### src/rtl/cnt_share_pkg.sv
// cnt_share_pkg: FSM states, period-counter width and BLAT bounds shared by the counter array.
package cnt_share_pkg;
  typedef enum logic [1:0] {IDLE, RUN, DRAIN, DONE} state_t;
  localparam int PCW = 16;
  localparam int BLAT_MIN = 1;
  localparam int BLAT_MAX = 8;
endpackage

### src/rtl/cnt_wrap.sv
// cnt_wrap: enabled, clearable counter that wraps to 0 after reaching period.
module cnt_wrap #(
  parameter int W = 8
) (
  input  logic         clk,
  input  logic         rst,
  input  logic         clr,
  input  logic         en,
  input  logic [W-1:0] period,
  output logic [W-1:0] cnt,
  output logic         wrap
);
  assign wrap = en && cnt == period;
  always_ff @(posedge clk)
    cnt <= (rst || clr) ? '0 : en ? (wrap ? '0 : cnt + 1'b1) : cnt;
endmodule

### src/rtl/cnt_share_pipe_array.sv
// cnt_share_pipe_array: run-controlled wrap counter fanned out through BDIM pipelined groups.
// Optional CNT_SHARE_BITREV_EN publishes the count bit-reversed (van der Corput order).
module cnt_share_pipe_array
  import cnt_share_pkg::*;
#(
  parameter int CWID = 8,
  parameter int BDIM = 4,
  parameter int SDIM = 8,
  parameter int BLAT = 1
) (
  input  logic            clk,
  input  logic            rst,
  input  logic            enable,
  input  logic            start,
  input  logic            stop,
  input  logic            clr,
  input  logic [CWID-1:0] period_max,
  input  logic [15:0]     len,
  output logic            busy,
  output logic            done,
  output logic [CWID-1:0] cnt_seq [BDIM*SDIM],
  output logic [BDIM-1:0] seq_vld,
  output logic [BDIM-1:0] seq_wrap
);
  state_t state, nxt;
  logic [CWID-1:0] cnt, period_q, s0_cnt;
  logic [PCW-1:0] pcnt, len_q;
  logic [3:0] dcnt;
  logic run, load, en, wrap, last;
  if (BLAT < BLAT_MIN || BLAT > BLAT_MAX) begin : g_bad_blat
    $error("BLAT out of range");
  end
  assign run  = state == RUN;
  assign load = state == IDLE && start;
  assign en   = run && enable;
  assign last = wrap && !clr && len_q != '0 && pcnt == len_q - 1'b1;
  cnt_wrap #(.W(CWID)) u_cnt (
    .clk    (clk),
    .rst    (rst),
    .clr    (clr || load),
    .en     (en),
    .period (period_q),
    .cnt    (cnt),
    .wrap   (wrap)
  );
  always_ff @(posedge clk)
    state <= rst ? IDLE : nxt;
  always_comb begin
    nxt  = state;
    busy = run || state == DRAIN;
    done = state == DONE;
    nxt  = state == IDLE  ? (start ? RUN : IDLE) :
           state == RUN   ? ((stop || last) ? DRAIN : RUN) :
           state == DRAIN ? (dcnt == 4'(BLAT-1) ? DONE : DRAIN) : IDLE;
  end
  always_ff @(posedge clk) begin
    if (rst) begin
      period_q <= '0;
      len_q    <= '0;
      pcnt     <= '0;
      dcnt     <= '0;
    end else begin
      if (load) begin
        period_q <= period_max;
        len_q    <= len;
      end
      pcnt <= (clr || load) ? '0 : wrap ? pcnt + 1'b1 : pcnt;
      dcnt <= state == DRAIN ? dcnt + 1'b1 : '0;
    end
  end
  always_comb begin
    s0_cnt = cnt;
`ifdef CNT_SHARE_BITREV_EN
    for (int b = 0; b < CWID; b++) s0_cnt[b] = cnt[CWID-1-b];
`endif
  end
  // Each group carries {count, valid, wrap} through its own BLAT-deep register chain.
  for (genvar g = 0; g < BDIM; g++) begin : grp
    logic [CWID+1:0] pipe [BLAT];
    always_ff @(posedge clk) begin
      pipe[0] <= rst ? '0 : {s0_cnt, en, wrap};
      for (int k = 1; k < BLAT; k++) pipe[k] <= rst ? '0 : pipe[k-1];
    end
    assign seq_vld[g]  = pipe[BLAT-1][1];
    assign seq_wrap[g] = pipe[BLAT-1][0];
    for (genvar j = 0; j < SDIM; j++) begin : fan
      assign cnt_seq[g*SDIM+j] = pipe[BLAT-1][CWID+1:2];
    end
  end
endmodule
### config.mk
export PLATFORM = sky130hd
export DESIGN_NAME = cnt_share_pipe_array
export DESIGN_NICKNAME = d
export VERILOG_FILES = /design/src/rtl/cnt_share_pkg.sv /design/src/rtl/cnt_wrap.sv /design/src/rtl/cnt_share_pipe_array.sv
export SDC_FILE = /design/constraint.sdc
export NUM_CORES = 1
export LEC_CHECK = 0
export CORE_MARGIN = 2
export CORE_UTILIZATION = 39
export CTS_CLUSTER_DIAMETER = 80
export DETAILED_ROUTE_END_ITERATION = 8
export GPL_TIMING_DRIVEN = 0
export PLACE_DENSITY = 0.86
export SETUP_SLACK_MARGIN = 0.5
export SLEW_MARGIN = 20
export SYNTH_ARGS = -nofsm -noshare
export SYNTH_HDL_FRONTEND = slang
export SYNTH_SLANG_ARGS = --single-unit
### constraint.sdc
create_clock -name clk -period 2.5 [get_ports clk]
set_input_delay 0.5 -clock clk [delete_from_list [all_inputs] [get_ports clk]]
set_output_delay 0.5 -clock clk [all_outputs]
set_load 0.03 [all_outputs]
-- Word-level counts from Yosys, hierarchy flattened
Memory sizes are Yosys's and may differ from the RTL's.
Index checks and enable logic that the tools add are counted.
- muxes and demuxes: 8
- bitwise operators: 1
- reduce and logical (&&, ||, !) cells: 16
- add/sub/neg operators: 4
- equality and inequality tests: 5
- operator list (operator ; number):
    16-bit by 1-bit adder with 16-bit output, second input constant ; 1
    16-bit equality test ; 1
    16-bit nonzero test ; 1
    16-bit by 1-bit subtractor with 16-bit output, second input constant ; 1
    10-bit 2-to-1 mux ; 1
    8-bit by 1-bit adder with 8-bit output, second input constant ; 1
    8-bit equality test ; 1
    2-bit 2-to-1 mux ; 4
    8-bit 2-to-1 mux ; 1
    1-bit logical AND ; 6
    4-bit by 1-bit adder with 4-bit output, second input constant ; 1
    2-bit equality test, second input constant ; 2
    4-bit logical NOT ; 1
    1-bit logical OR ; 4
    2-bit OR reduction ; 2
    2-bit by 1-bit equality test with 1-bit output, second input constant ; 1
    2-bit logical NOT ; 1
    1-bit 2-to-1 mux ; 2
    1-bit logical NOT ; 1
    1-bit inverter ; 1
- memories kept: 4
- input bits: 30
- logic and storage cells: 44
- register bits: 54
- RAM bits: 40
- memories (name ; depth ; bits a word ; rd ports ; clocked after Yosys merged registers in ; write ports ; line ; source):
    grp[0].pipe ; 1 ; 10 ; 1 ; 0 ; 1 ; cnt_share_pipe_array.sv:79 ; logic [CWID+1:0] pipe [BLAT];
    grp[1].pipe ; 1 ; 10 ; 1 ; 0 ; 1 ; cnt_share_pipe_array.sv:79 ;
    grp[2].pipe ; 1 ; 10 ; 1 ; 0 ; 1 ; cnt_share_pipe_array.sv:79 ;
    grp[3].pipe ; 1 ; 10 ; 1 ; 0 ; 1 ; cnt_share_pipe_array.sv:79 ;

-- Longest topological paths before layout
- depth in word-level cells: 10
- depth in mapped cells: 10
- mapped depth without buffers: 8

-- By module
Synthesis repeated with hierarchy kept, for this count alone.
- cells, all modules: 649
- area total of the unflattened synthesis: 5157.4 sq um
- modules (own cells, without submodules) (module ; area an instance (sq um) ; instances ; cells each):
    cnt_share_pipe_array ; 4697.0 ; 1 ; 598
    cnt_wrap ; 460.4 ; 1 ; 51

-- Worst setup path before layout
No wires, ideal clock.
- path kind: reg-to-reg
- start: register state[1]
- end: register state[0]
- path buffers: 1
- arrival: 2.177 ns
- path slack: 0.189 ns
- clock period less this slack: 2.311 ns
- stages on the path, launching flop included: 10
- data required time: 2.366 ns
- cell sequence: dfxtp_1 inv_1 ha_1 and2_1 clkbuf_1 nand2_1 nor3_1 nand3_1 a2111oi_2 a31oi_1
- cells in the longest elaborated chain, start to end: 10
- elaborated cells between the ends (all ways): 13
- classes of those cells: eq/ne: 2; mux: 4; reduce/logical: 7
- RTL lines (what ; line ; source):
    start, declared ; cnt_share_pipe_array.sv:25 ; state_t state, nxt;
    start signal, assigned ; cnt_share_pipe_array.sv:47 ; state <= rst ? IDLE : nxt;
    2-bit by 1-bit equality test with 1-bit output ; cnt_share_pipe_array.sv:33, cnt_share_pipe_array.sv:53 ;
    1-bit logical AND ; cnt_share_pipe_array.sv:35 ; assign en = run && enable;
    1-bit logical AND ; cnt_wrap.sv:13 ; assign wrap = en && cnt == period;
    1-bit logical AND (3 in a row) ; cnt_share_pipe_array.sv:36 ; assign last = wrap && !clr && len_q != '0 && pcnt == len_q - 1'b1;
    1-bit logical OR ; cnt_share_pipe_array.sv:53 ; state == RUN ? ((stop || last) ? DRAIN : RUN) :
    2-bit 2-to-1 mux (2 in a row) ; cnt_share_pipe_array.sv:53 ;
    2-bit 2-to-1 mux * ; cnt_share_pipe_array.sv:52 ; nxt = state == IDLE ? (start ? RUN : IDLE) :
Mark *: on every way between the ends. The rest lies on a longest branch, timed or not.
A chain may end at the register's enable or synchronous reset.

-- Worst setup path in the final report
- start: register len_q[5]
- end: register state[0]
- cells in the longest elaborated chain, start to end: 7
- elaborated cells between the ends (all ways): 9
- classes of those cells: add/sub: 1; eq/ne: 1; mux: 3; reduce/logical: 4
- RTL lines (what ; line ; source):
    start, declared ; cnt_share_pipe_array.sv:27 ; logic [PCW-1:0] pcnt, len_q;
    start signal, assigned ; cnt_share_pipe_array.sv:65 ; len_q <= len;
    16-bit by 1-bit subtractor with 16-bit output / 16-bit nonzero test (equally long branches) ; cnt_share_pipe_array.sv:36 ;
    16-bit equality test / 1-bit logical AND (equally long branches) ; cnt_share_pipe_array.sv:36 ;
    1-bit logical AND * ; cnt_share_pipe_array.sv:36 ;
    1-bit logical OR * ; cnt_share_pipe_array.sv:53 ;
    2-bit 2-to-1 mux * (2 in a row) ; cnt_share_pipe_array.sv:53 ;
    2-bit 2-to-1 mux * ; cnt_share_pipe_array.sv:52 ;
Marks and branches as above.

==> flow_metrics.py <==
metrics = {
    "run_status": {
        "run_status": "finished, final reports clean",
    },
    "logic_synthesis": {
        "post_synth_main_area_contributors": "sky130_fd_sc_hd__buf_4 (37%), sky130_fd_sc_hd__dfxtp_1 (25%), sky130_fd_sc_hd__xnor2_1 (5.2%)",
        "synth-warning-count": 0,
        "yosys.area_share.simple": 0.1705,
        "synth_top_family_by_area": "buffers and inverters",
        "yosys.area_share.adder": 0.02211,
        "synth_mux_area_frac": 0.008108,
        "post_synth_inst_count": 637,
        "fraction_of_the_mapped_netlist_area_in_compound_gates": 0.06118,
        "synth.cell_area_mm2": 0.005092,
        "post_synth_net_total": 676,
        "synth-seq-area-share": 0.2516,
        "synth-main-ff-cell": "sky130_fd_sc_hd__dfxtp_1",
        "yosysUniqueCellTypes": 48,
        "yosysTopAreaCell": "sky130_fd_sc_hd__buf_4",
        "synth-seq-cells": 64,
        "yosys.area_share.xor_xnor": 0.08894,
        "async_flop_share": 0,
        "synth-edff-count": 0,
        "synthDominantCellAreaShare": 0.3744,
        "syn_avg_cell_area_um2": 7.994,
    },
    "floorplanning": {
        "die_area_mm2": 0.01399,
        "floorplan.initialDensity": 0.4019,
        "core_area_mm2": 0.01267,
        "number_of_core_rows": 41,
        "die_w_um": 118.3,
        "floorplan.io_pins": 296,
        "dieHeight_um": 118.3,
    },
    "setup_path": {
        "startpoint": "len_q[5]",
        "timing.setup.critical_path_class": "reg -> reg",
        "worst_setup_path_start_kind": "register",
        "timing.rr.start": "len_q[5]",
        "worst_ep_arrival_time_ns": 2.68,
        "critPathCaptureType": "register",
        "path_max_fanout": 7,
        "timing.critical_path.required_ns": 2.71,
    },
    "timing": {
        "final.setup.tns_ns": 0,
        "finalMaxSlewViolations": 0,
        "clock-skew-final_ns": 0.005138,
        "max-slew-margin-rel": 0.4366,
        "timing.final.hold_violations": 0,
        "fin_crit_sh": 0.9875,
        "rsz0062_at_grt": "yes",
        "tightestPinTransition_ns": 0.8386,
        "final_setup_violation_count": 0,
        "final.hold.worst_slack_ns": 0.4646,
        "max_freq_mhz": 405.1,
        "period_minus_slack_ns": 2.469,
    },
    "cells_and_area": {
        "syn_to_final_growth_pct": 71.84,
        "most_common_library_cell_in_the_layout_ignoring_fill_and_taps": "sky130_fd_sc_hd__buf_4",
        "utilization": 0.6906,
        "post_route_cells_drive_above_1_share": 0.4877,
        "mostFrequentLayoutCells": "sky130_fd_sc_hd__buf_4 (273), sky130_fd_sc_hd__dlygate4sd2_1 (139), sky130_fd_sc_hd__clkbuf_2 (62)",
        "nets": 1011,
        "final_layout_fill_cell_count": 1058,
        "finalNonFillerCells": 1149,
    },
    "grt": {
        "grt_antenna_before_repair": 1,
        "grt_max_degree": 18,
        "grt_util_all_layers": 0.2261,
        "number_of_global_route_vias_before_repair": 4629,
        "grt_first_pass_wirelength_um": 25160,
        "grt_overflow_total": 0,
    },
    "min_path": {
        "timing.hold.worst.class": "reg -> reg",
        "holdCritStartpoint": "period_q[4]",
    },
    "routing": {
        "drtPass1Iterations": 7,
        "finalWirelength_um": 16840,
        "detail-route-antenna-nets": 0,
        "routed-via-count": 5019,
        "drc": 0,
        "route.detailed.vias_per_inst": 4.368,
        "route.detailed.wl_per_inst_um": 14.66,
        "drt-initial-drc-count": 306,
    },
    "placement": {
        "hpwl_um": 11940,
        "gpl.final_weighted_congestion": 0.8737,
        "port-buffer-count": 295,
        "placed_cells_incl_taps": 1104,
    },
    "clocking": {
        "clock_tree_from_tritoncts": "done",
        "clock_sinks": 64,
        "cts_inserted_buffers": 9,
        "cts_root_buf": "sky130_fd_sc_hd__clkbuf_16",
        "htreeDepth": 3,
        "clockBufferDepth": 2,
        "clock_insertion_delay_worst_skew_ns": 0.34,
        "clkSlewWorstSetupHoldPaths_ns": 0.05,
    },
    "power": {
        "share_comb_of_total_power": 0.171,
        "power_frac_seq": 0.387,
        "share_clk_of_total_power": 0.442,
        "p_switching_uw": 721.0,
        "power_report.internal_total_uw": 2064,
        "power.share.switching": 0.2589,
        "vdd_drop_max_uv": 495.2,
        "power_per_cell_area_mw_per_mm2": 318.3,
        "cellLeakagePower_uw": 0.004779,
    },
    "run": {
        "maxCapViolations": 0,
    },
}
## layout make-up
cell class	instances	area [µm²]	area share
antenna	1	2.502	0.0002860
buffer	274	2047	0.2339
clock buffer	11	242.7	0.02774
clock inverter	4	45.04	0.005147
inverter	9	36.28	0.004146
multi-input combinational	290	1983	0.2266
sequential	64	1325	0.1514
tap	172	215.2	0.02459
timing repair buffer	324	2854	0.3261
## critical path, cell delays in order (launching register included)
cell	delay (ns)
sky130_fd_sc_hd__dfxtp_1	0.38
sky130_fd_sc_hd__or3_4	0.45
sky130_fd_sc_hd__or4_1	0.53
sky130_fd_sc_hd__a222oi_1	0.34
sky130_fd_sc_hd__nand4_1	0.20
sky130_fd_sc_hd__a2111oi_4	0.30
sky130_fd_sc_hd__a31oi_1	0.13
## synth_stat cells, types with 4 or more instances
cell                       instances
sky130_fd_sc_hd__nand4_1          12
sky130_fd_sc_hd__clkbuf_1         17
sky130_fd_sc_hd__ha_1              9
sky130_fd_sc_hd__nor2_1           34
sky130_fd_sc_hd__xor2_1           19
sky130_fd_sc_hd__nor3_1           11
sky130_fd_sc_hd__xnor2_1          30
sky130_fd_sc_hd__buf_4           254
sky130_fd_sc_hd__nor2b_1          13
sky130_fd_sc_hd__nand2_1          60
sky130_fd_sc_hd__dfxtp_1          64
sky130_fd_sc_hd__a21oi_1          31
sky130_fd_sc_hd__or4_1             4
sky130_fd_sc_hd__or3_1             8
sky130_fd_sc_hd__and3_1            5
sky130_fd_sc_hd__nor4_1            5
sky130_fd_sc_hd__inv_1             9
sky130_fd_sc_hd__nand3_1          12
## registers in the layout, indices dropped and copies added, names as in the netlist
signal     cells
dcnt           4
pcnt          16
state          2
u_cnt.cnt      8
period_q       8
grp.pipe      10
len_q         16
## power groups by stage
| stage | Sequential (µW) | Clock [µW] | Combinational, µW |
|---|---|---|---|
| 3_3_place_gp | 1100 | 0 | 384 |
| 3_5_place_dp | 1110 | 0 | 393 |
| 4_1_cts | 1080 | 1240 | 432 |
| 5_1_grt | 1080 | 1300 | 518 |
| 6_report | 1080 | 1230 | 477 |
| 2_1_floorplan | 1100 | 0 | 271 |
## final timing paths
kind	to	cells after the start	slack [ns]
worst max-delay path	state[0]	6	0.03
worst min-delay path	period_q[4]	2	0.46
worst min register to register	period_q[4]	2	0.46
worst max register to register	state[0]	6	0.03
## metrics by stage
| step | power, µW | worst slack [ns] | area, µm² |
|---|---|---|---|
| global route | 2893 | -0.06475 | 8751 |
| global placement | 1489 | -0.2810 | 8329 |
| finish | 2785 | 0.03122 | 8751 |
| detailed placement | 1499 | -0.2718 | 8329 |
| floorplan | 1370 | 0.2214 | 5161 |
| CTS | 2752 | 0.09659 | 8725 |
## per-layer routing
layer	vias up	wire, µm	GRT usage
met4	0	450	0.07907
li1	2487	-	-
met1	2307	6291	0.2377
met3	34	987	0.05405
met2	191	9114	0.4335
met5	-	0	0
## kinds of logic after synthesis
group                      count (synthesis)
adders and majority gates                  9
DFF                                       64
xor gates and xnor gates                  50
muxes                                      4
buffers and inverters                    283
and+or+nand+nor                          177
AOI/OAI and AO/OA                         50
## what timing repair did
item,in CTS,in global routing
setup buffers,15,14
pin swaps,6,7
gates resized for setup,447,146
hold buffers,0,0
cloned,0,0
setup endpoints to repair,286,102
Power figures use the tool's default switching activity.
